$ cat src/rtl/ps2_rx_pkg.sv
// ps2_rx_pkg: shared FSM states, frame constants and default timing parameters
package ps2_rx_pkg;
    typedef enum logic [1:0] {IDLE = 2'd0, DATA = 2'd1, PARITY = 2'd2, STOP = 2'd3} state_t;
    localparam int DATA_BITS       = 8;
    localparam int FILT_CYC_DEF    = 16;
    localparam int TIMEOUT_CYC_DEF = 216000;
endpackage

$ cat src/rtl/ps2_filt.sv
// ps2_filt: 2-flop synchronizer plus persistence filter for one async PS/2 line
module ps2_filt #(
    parameter int FILT_CYC = 16
) (
    input  logic clk,
    input  logic rst,
    input  logic in,
    output logic out
);
    localparam int CW = $clog2(FILT_CYC + 1);
    logic          r_s1;
    logic          r_s2;
    logic          r_out;
    logic [CW-1:0] r_cnt;
    // synchronize, then flip the output only after FILT_CYC consecutive differing samples
    always_ff @(posedge clk) begin
        if (rst) begin
            {r_s1, r_s2, r_out} <= 3'b111;
            r_cnt <= '0;
        end else begin
            r_s1 <= in;
            r_s2 <= r_s1;
            if (r_s2 == r_out) begin
                r_cnt <= '0;
            end else if (r_cnt == CW'(FILT_CYC - 1)) begin
                r_out <= ~r_out;
                r_cnt <= '0;
            end else begin
                r_cnt <= r_cnt + 1'b1;
            end
        end
    end
    assign out = r_out;
endmodule

$ cat src/rtl/ps2_rx.sv
// ps2_rx: PS/2 device-to-host frame receiver producing validated scan-code bytes
module ps2_rx
    import ps2_rx_pkg::*;
#(
    parameter int FILT_CYC    = FILT_CYC_DEF,
    parameter int TIMEOUT_CYC = TIMEOUT_CYC_DEF
) (
    input  logic        clk,
    input  logic        rst,
    input  logic        ps2_clk,
    input  logic        ps2_dat,
    output logic [7:0]  data,
    output logic        valid,
    output logic        err_par,
    output logic        err_frm,
    output logic        busy,
    output logic [15:0] last
);
    localparam int TW = $clog2(TIMEOUT_CYC);
    logic          w_clk;
    logic          w_dat;
    logic          w_fall;
    logic          w_to;
    logic          r_clk_d;
    state_t        r_state;
    state_t        w_state_n;
    logic [7:0]    r_sr;
    logic [7:0]    w_sr_n;
    logic [2:0]    r_cnt;
    logic [2:0]    w_cnt_n;
    logic          r_p;
    logic          w_p_n;
    logic [TW-1:0] r_tcnt;
    logic          w_valid_n;
    logic          w_perr_n;
    logic          w_ferr_n;

    ps2_filt #(.FILT_CYC(FILT_CYC)) u_filt_clk (.clk(clk), .rst(rst), .in(ps2_clk), .out(w_clk));
    ps2_filt #(.FILT_CYC(FILT_CYC)) u_filt_dat (.clk(clk), .rst(rst), .in(ps2_dat), .out(w_dat));

    assign w_fall = r_clk_d & ~w_clk;
    assign w_to   = (r_state != IDLE) && (r_tcnt == TW'(TIMEOUT_CYC - 1));
    assign busy   = r_state != IDLE;

    // next-state and next-pulse decode; a falling edge takes priority over a coincident timeout
    always_comb begin
        w_state_n = r_state;
        w_sr_n    = r_sr;
        w_cnt_n   = r_cnt;
        w_p_n     = r_p;
        w_valid_n = 1'b0;
        w_perr_n  = 1'b0;
        w_ferr_n  = 1'b0;
        if (w_fall) begin
            case (r_state)
                IDLE: begin
                    w_state_n = w_dat ? IDLE : DATA;
                    w_cnt_n   = '0;
                    w_ferr_n  = w_dat;
                end
                DATA: begin
                    w_sr_n    = {w_dat, r_sr[7:1]};
                    w_cnt_n   = r_cnt + 3'd1;
                    w_state_n = (r_cnt == 3'(DATA_BITS - 1)) ? PARITY : DATA;
                end
                PARITY: begin
                    w_p_n     = w_dat;
                    w_state_n = STOP;
                end
                STOP: begin
                    w_state_n = IDLE;
                    w_ferr_n  = ~w_dat;
                    w_perr_n  = w_dat & ~^{r_sr, r_p};
                    w_valid_n = w_dat & ^{r_sr, r_p};
                end
                default: w_state_n = IDLE;
            endcase
        end else if (w_to) begin
            w_state_n = IDLE;
            w_ferr_n  = 1'b1;
        end
    end

    // FSM, shift register, edge history and inter-edge timeout counter
    always_ff @(posedge clk) begin
        if (rst) begin
            r_state <= IDLE;
            r_sr    <= '0;
            r_cnt   <= '0;
            r_p     <= 1'b0;
            r_clk_d <= 1'b1;
            r_tcnt  <= '0;
        end else begin
            r_state <= w_state_n;
            r_sr    <= w_sr_n;
            r_cnt   <= w_cnt_n;
            r_p     <= w_p_n;
            r_clk_d <= w_clk;
            r_tcnt  <= (r_state == IDLE || w_fall) ? '0 : r_tcnt + 1'b1;
        end
    end

    // registered result pulses and byte history
    always_ff @(posedge clk) begin
        if (rst) begin
            valid   <= 1'b0;
            err_par <= 1'b0;
            err_frm <= 1'b0;
            data    <= '0;
            last    <= '0;
        end else begin
            valid   <= w_valid_n;
            err_par <= w_perr_n;
            err_frm <= w_ferr_n;
            if (w_valid_n) begin
                data <= r_sr;
                last <= {last[7:0], r_sr};
            end
        end
    end
endmodule

$ cat config.mk
export PLATFORM = sky130hd
export DESIGN_NAME = ps2_rx
export DESIGN_NICKNAME = d
export VERILOG_FILES = /design/src/rtl/ps2_rx_pkg.sv /design/src/rtl/ps2_filt.sv /design/src/rtl/ps2_rx.sv
export SDC_FILE = /design/constraint.sdc
export NUM_CORES = 1
export LEC_CHECK = 0
export CORE_UTILIZATION = 30
export DETAILED_ROUTE_END_ITERATION = 8
export SLEW_MARGIN = 10
export SYNTH_ARGS = -nofsm -noshare
export SYNTH_HDL_FRONTEND = slang
export SYNTH_HIERARCHICAL = 1
export SYNTH_SLANG_ARGS = --single-unit
$ cat constraint.sdc
create_clock -name clk -period 2.9 [get_ports clk]
set_input_delay 0.58 -clock clk [delete_from_list [all_inputs] [get_ports clk]]
set_output_delay 0.58 -clock clk [all_outputs]
set_load 0.02 [all_outputs]
==> impl_metrics.py <==
metrics = {
    "sta": {
        "fin_crit_ps": 2299,
        "worst_pin_slew_ps": 691.3,
        "period_share_pct": 79.28,
        "timing.hold.ws_ps": 410.6,
        "fin_skew_ps": 7.076,
        "finalSetupTns_ps": 0,
        "fmax_ghz": 0.4349,
        "setup_violations": 0,
        "rsz0062_at_grt": "no",
        "finalHoldViolCount": 0,
        "slew_headroom_pct": 53.78,
        "slew_violations": 0,
    },
    "synthesis": {
        "synth_cell_types": 37,
        "synthesis.area_sq_mm": 0.002863,
        "synthArstFlopShare_pct": 0,
        "yosysTopAreaCellShare_pct": 47.55,
        "yosys.area.top_type": "dfxtp_1",
        "syn_avg_cell_area_sq_um": 9.031,
        "ys_warn_count": 6,
        "synth.area.top_cells": "dfxtp_1 48%, nor2_1 4.3%, xnor2_1 4.0%",
        "syn-num-nets": 328,
        "synth-main-ff-cell": "dfxtp_1",
        "synth-edff-count": 0,
        "synth-seq-cells": 68,
        "synthCells": 317,
        "ys_seq_area_share_pct": 47.55,
    },
    "global_route": {
        "grt_pass1_wl_mm": 9.321,
        "grt_max_degree": 43,
        "grt_usage_pct": 12.09,
        "antenna_found_initial": 0,
        "grt_overflow": 0,
        "grt_pass1_vias": 2066,
    },
    "floorplan": {
        "die_x_um": 99.69,
        "die_area_sq_mm": 0.009937,
        "row_count": 35,
        "start_util_pct": 30.98,
        "io-pin-count": 32,
        "die_h_um": 99.69,
        "core_sq_mm": 0.009240,
    },
    "cts": {
        "clock_tree.root_cell": "clkbuf_8",
        "clk_pin_slew_ps": 70,
        "holdBufCountCts": 0,
        "insertion_delay_ps": 340,
        "post-cts-setup-buffers": 0,
        "cts_sinks": 68,
        "numCtsBuffers": 9,
        "htreeDepth": 3,
        "cts_tree": "done",
        "clk_path_buf_depth": 2,
        "cts_resized": 0,
    },
    "route": {
        "vias_per_cell": 4.408,
        "num_vias": 2085,
        "drt-total-wl_mm": 5.358,
        "wl_per_cell_um": 11.33,
        "route.antenna.remaining_nets": 0,
        "drc_errors": 0,
        "dr.pass1.iters": 4,
        "dr.first_iter.drc_count": 102,
    },
    "worst_setup_path": {
        "cp_max_fo": 13,
        "crit_path_start_kind": "register",
        "end_kind": "primary output",
        "crit_type": "register to primary output",
        "required_ps": 2320,
        "worstPathArrival_ps": 1720,
    },
    "run_status": {
        "outcome": "finished clean",
    },
    "finish": {
        "final_nets": 350,
        "area_delta_synth_final_pct": 20.94,
        "nFillCells": 934,
        "antennaDiodeCount": 0,
        "layout-drive-gt1-share_pct": 8.140,
        "regArea_sq_mm": 0.001361,
        "multi_input_area_sq_mm": 0.001366,
    },
    "power": {
        "vdd_drop_max_v": 0.0002645,
        "powerDensity_mw_per_mm2": 529.8,
        "p_leak_nw": 1.170,
    },
    "place": {
        "gp_congestion": 0.7156,
        "portBuffers": 31,
        "hpwl_mm": 3.608,
    },
    "run": {
        "drv_cap": 0,
    },
    "min_path": {
        "hold_path.class": "register to register",
    },
}
## flip-flops by register name (all words and copies together) (netlist names)
register          flops
r_state               2
r_cnt                 3
valid                 1
u_filt_clk/r_s2       1
err_frm               1
r_clk_d               1
u_filt_dat/r_s2       1
u_filt_clk/out        1
r_p                   1
u_filt_dat/r_s1       1
r_sr                  8
u_filt_clk/r_cnt      5
u_filt_clk/r_s1       1
data                  7
last                  9
err_par               1
u_filt_dat/out        1
r_tcnt               18
u_filt_dat/r_cnt      5
## placed cells by master, fill, tap and decap left out, types with 7 or more instances in the layout
cell type,n
a21oi_1,16
mux2i_1,7
dfxtp_1,68
o21ai_1,7
nand4_1,7
nor2_1,33
clkdlybuf4s50_1,31
and3_1,8
inv_1,7
nand2_1,25
xor2_1,13
xnor2_1,13
nor2b_1,11
o21ai_0,17
nand3_1,9
ha_1,7
nand2b_1,16
clkbuf_8,10
## logic make-up after synthesis
family          Yosys count  share of synthesized area (%)
compound gates           48                          9.310
xor+xnor                 27                          8.741
fa+ha+maj                 7                          3.059
buf+inv                  28                          4.721
flops                    68                          47.55
mux                       8                          2.841
simple gates            131                          23.78
## cell type report
class | instances | share of cell area [%]
sequential | 68 | 39.32
inverter | 7 | 0.7589
clock inverter | 5 | 2.168
timing repair buffer | 32 | 9.541
multi-input combinational | 221 | 39.47
tap | 129 | 4.662
clock buffer | 11 | 4.084
## synthesized netlist by cell type (7+ instances only)
cell      number
clkbuf_1      13
xnor2_1       13
nor2b_1       11
dfxtp_1       68
buf_4          8
and3_1         8
inv_1          7
xor2_1        13
nand2_1       25
mux2i_1        7
o21ai_0       17
nand4_1        7
a21oi_1       16
nand2b_1      16
o21ai_1        7
nand3_1        9
ha_1           7
nor2_1        33
## power breakdown
| part | internal, W | leakage, nW | switching, W | total (W) |
|---|---|---|---|---|
| registers | 0.000938 | 0.549 | 0.00000327 | 0.000942 |
| clock network | 0.000503 | 0.113 | 0.000351 | 0.000854 |
| logic | 0.0000192 | 0.508 | 0.0000191 | 0.0000383 |
| total | 0.00146 | 1.17 | 0.000373 | 0.00183 |
## critical path, stage by stage, from the launching register on
cell and delay [ps]:
dfxtp_1 550, or2_2 220, clkdlybuf4s50_1 610
## through the flow
stage / total power (W) / setup WS [ps] / utilization, % / area (sq um) / instances
finish: 0.001834 / 600.9 / 37.47 / 3462 / 473
global route: 0.001903 / 505.2 / 37.47 / 3462 / 473
CTS: 0.001866 / 566.1 / 37.47 / 3462 / 473
detailed placement: 0.001002 / 744.4 / 35.13 / 3246 / 457
global placement: 0.001002 / 789.8 / 35.13 / 3246 / 457
floorplan: 0.0009855 / 1232 / - / 2863 / 317
## per-layer routing
metal | routed length (um) | global-route usage [%] | part of all wire (%)
met1 | 2555 | 14.33 | 48
met2 | 2532 | 19.31 | 47
met3 | 179 | 3.865 | 3.3
met4 | 91 | 6.787 | 1.7
met5 | 0 | 0 | 0
## final timing paths
| path | from | end | slack [ps] | cells after the start |
|---|---|---|---|---|
| min reg2reg | u_filt_dat/r_s1$_SDFF_PP1_ | u_filt_dat/r_s2$_SDFF_PP1_ | 410 | 1 |
| min | u_filt_dat/r_s1$_SDFF_PP1_ | u_filt_dat/r_s2$_SDFF_PP1_ | 410 | 1 |
| max reg2reg | u_filt_clk/out$_SDFFE_PP1P_ | data[5]$_SDFFE_PP0P_ | 770 | 4 |
| max | r_state[0]$_SDFFE_PP0P_ | busy | 600 | 2 |
Power figures use the tool's default switching activity.
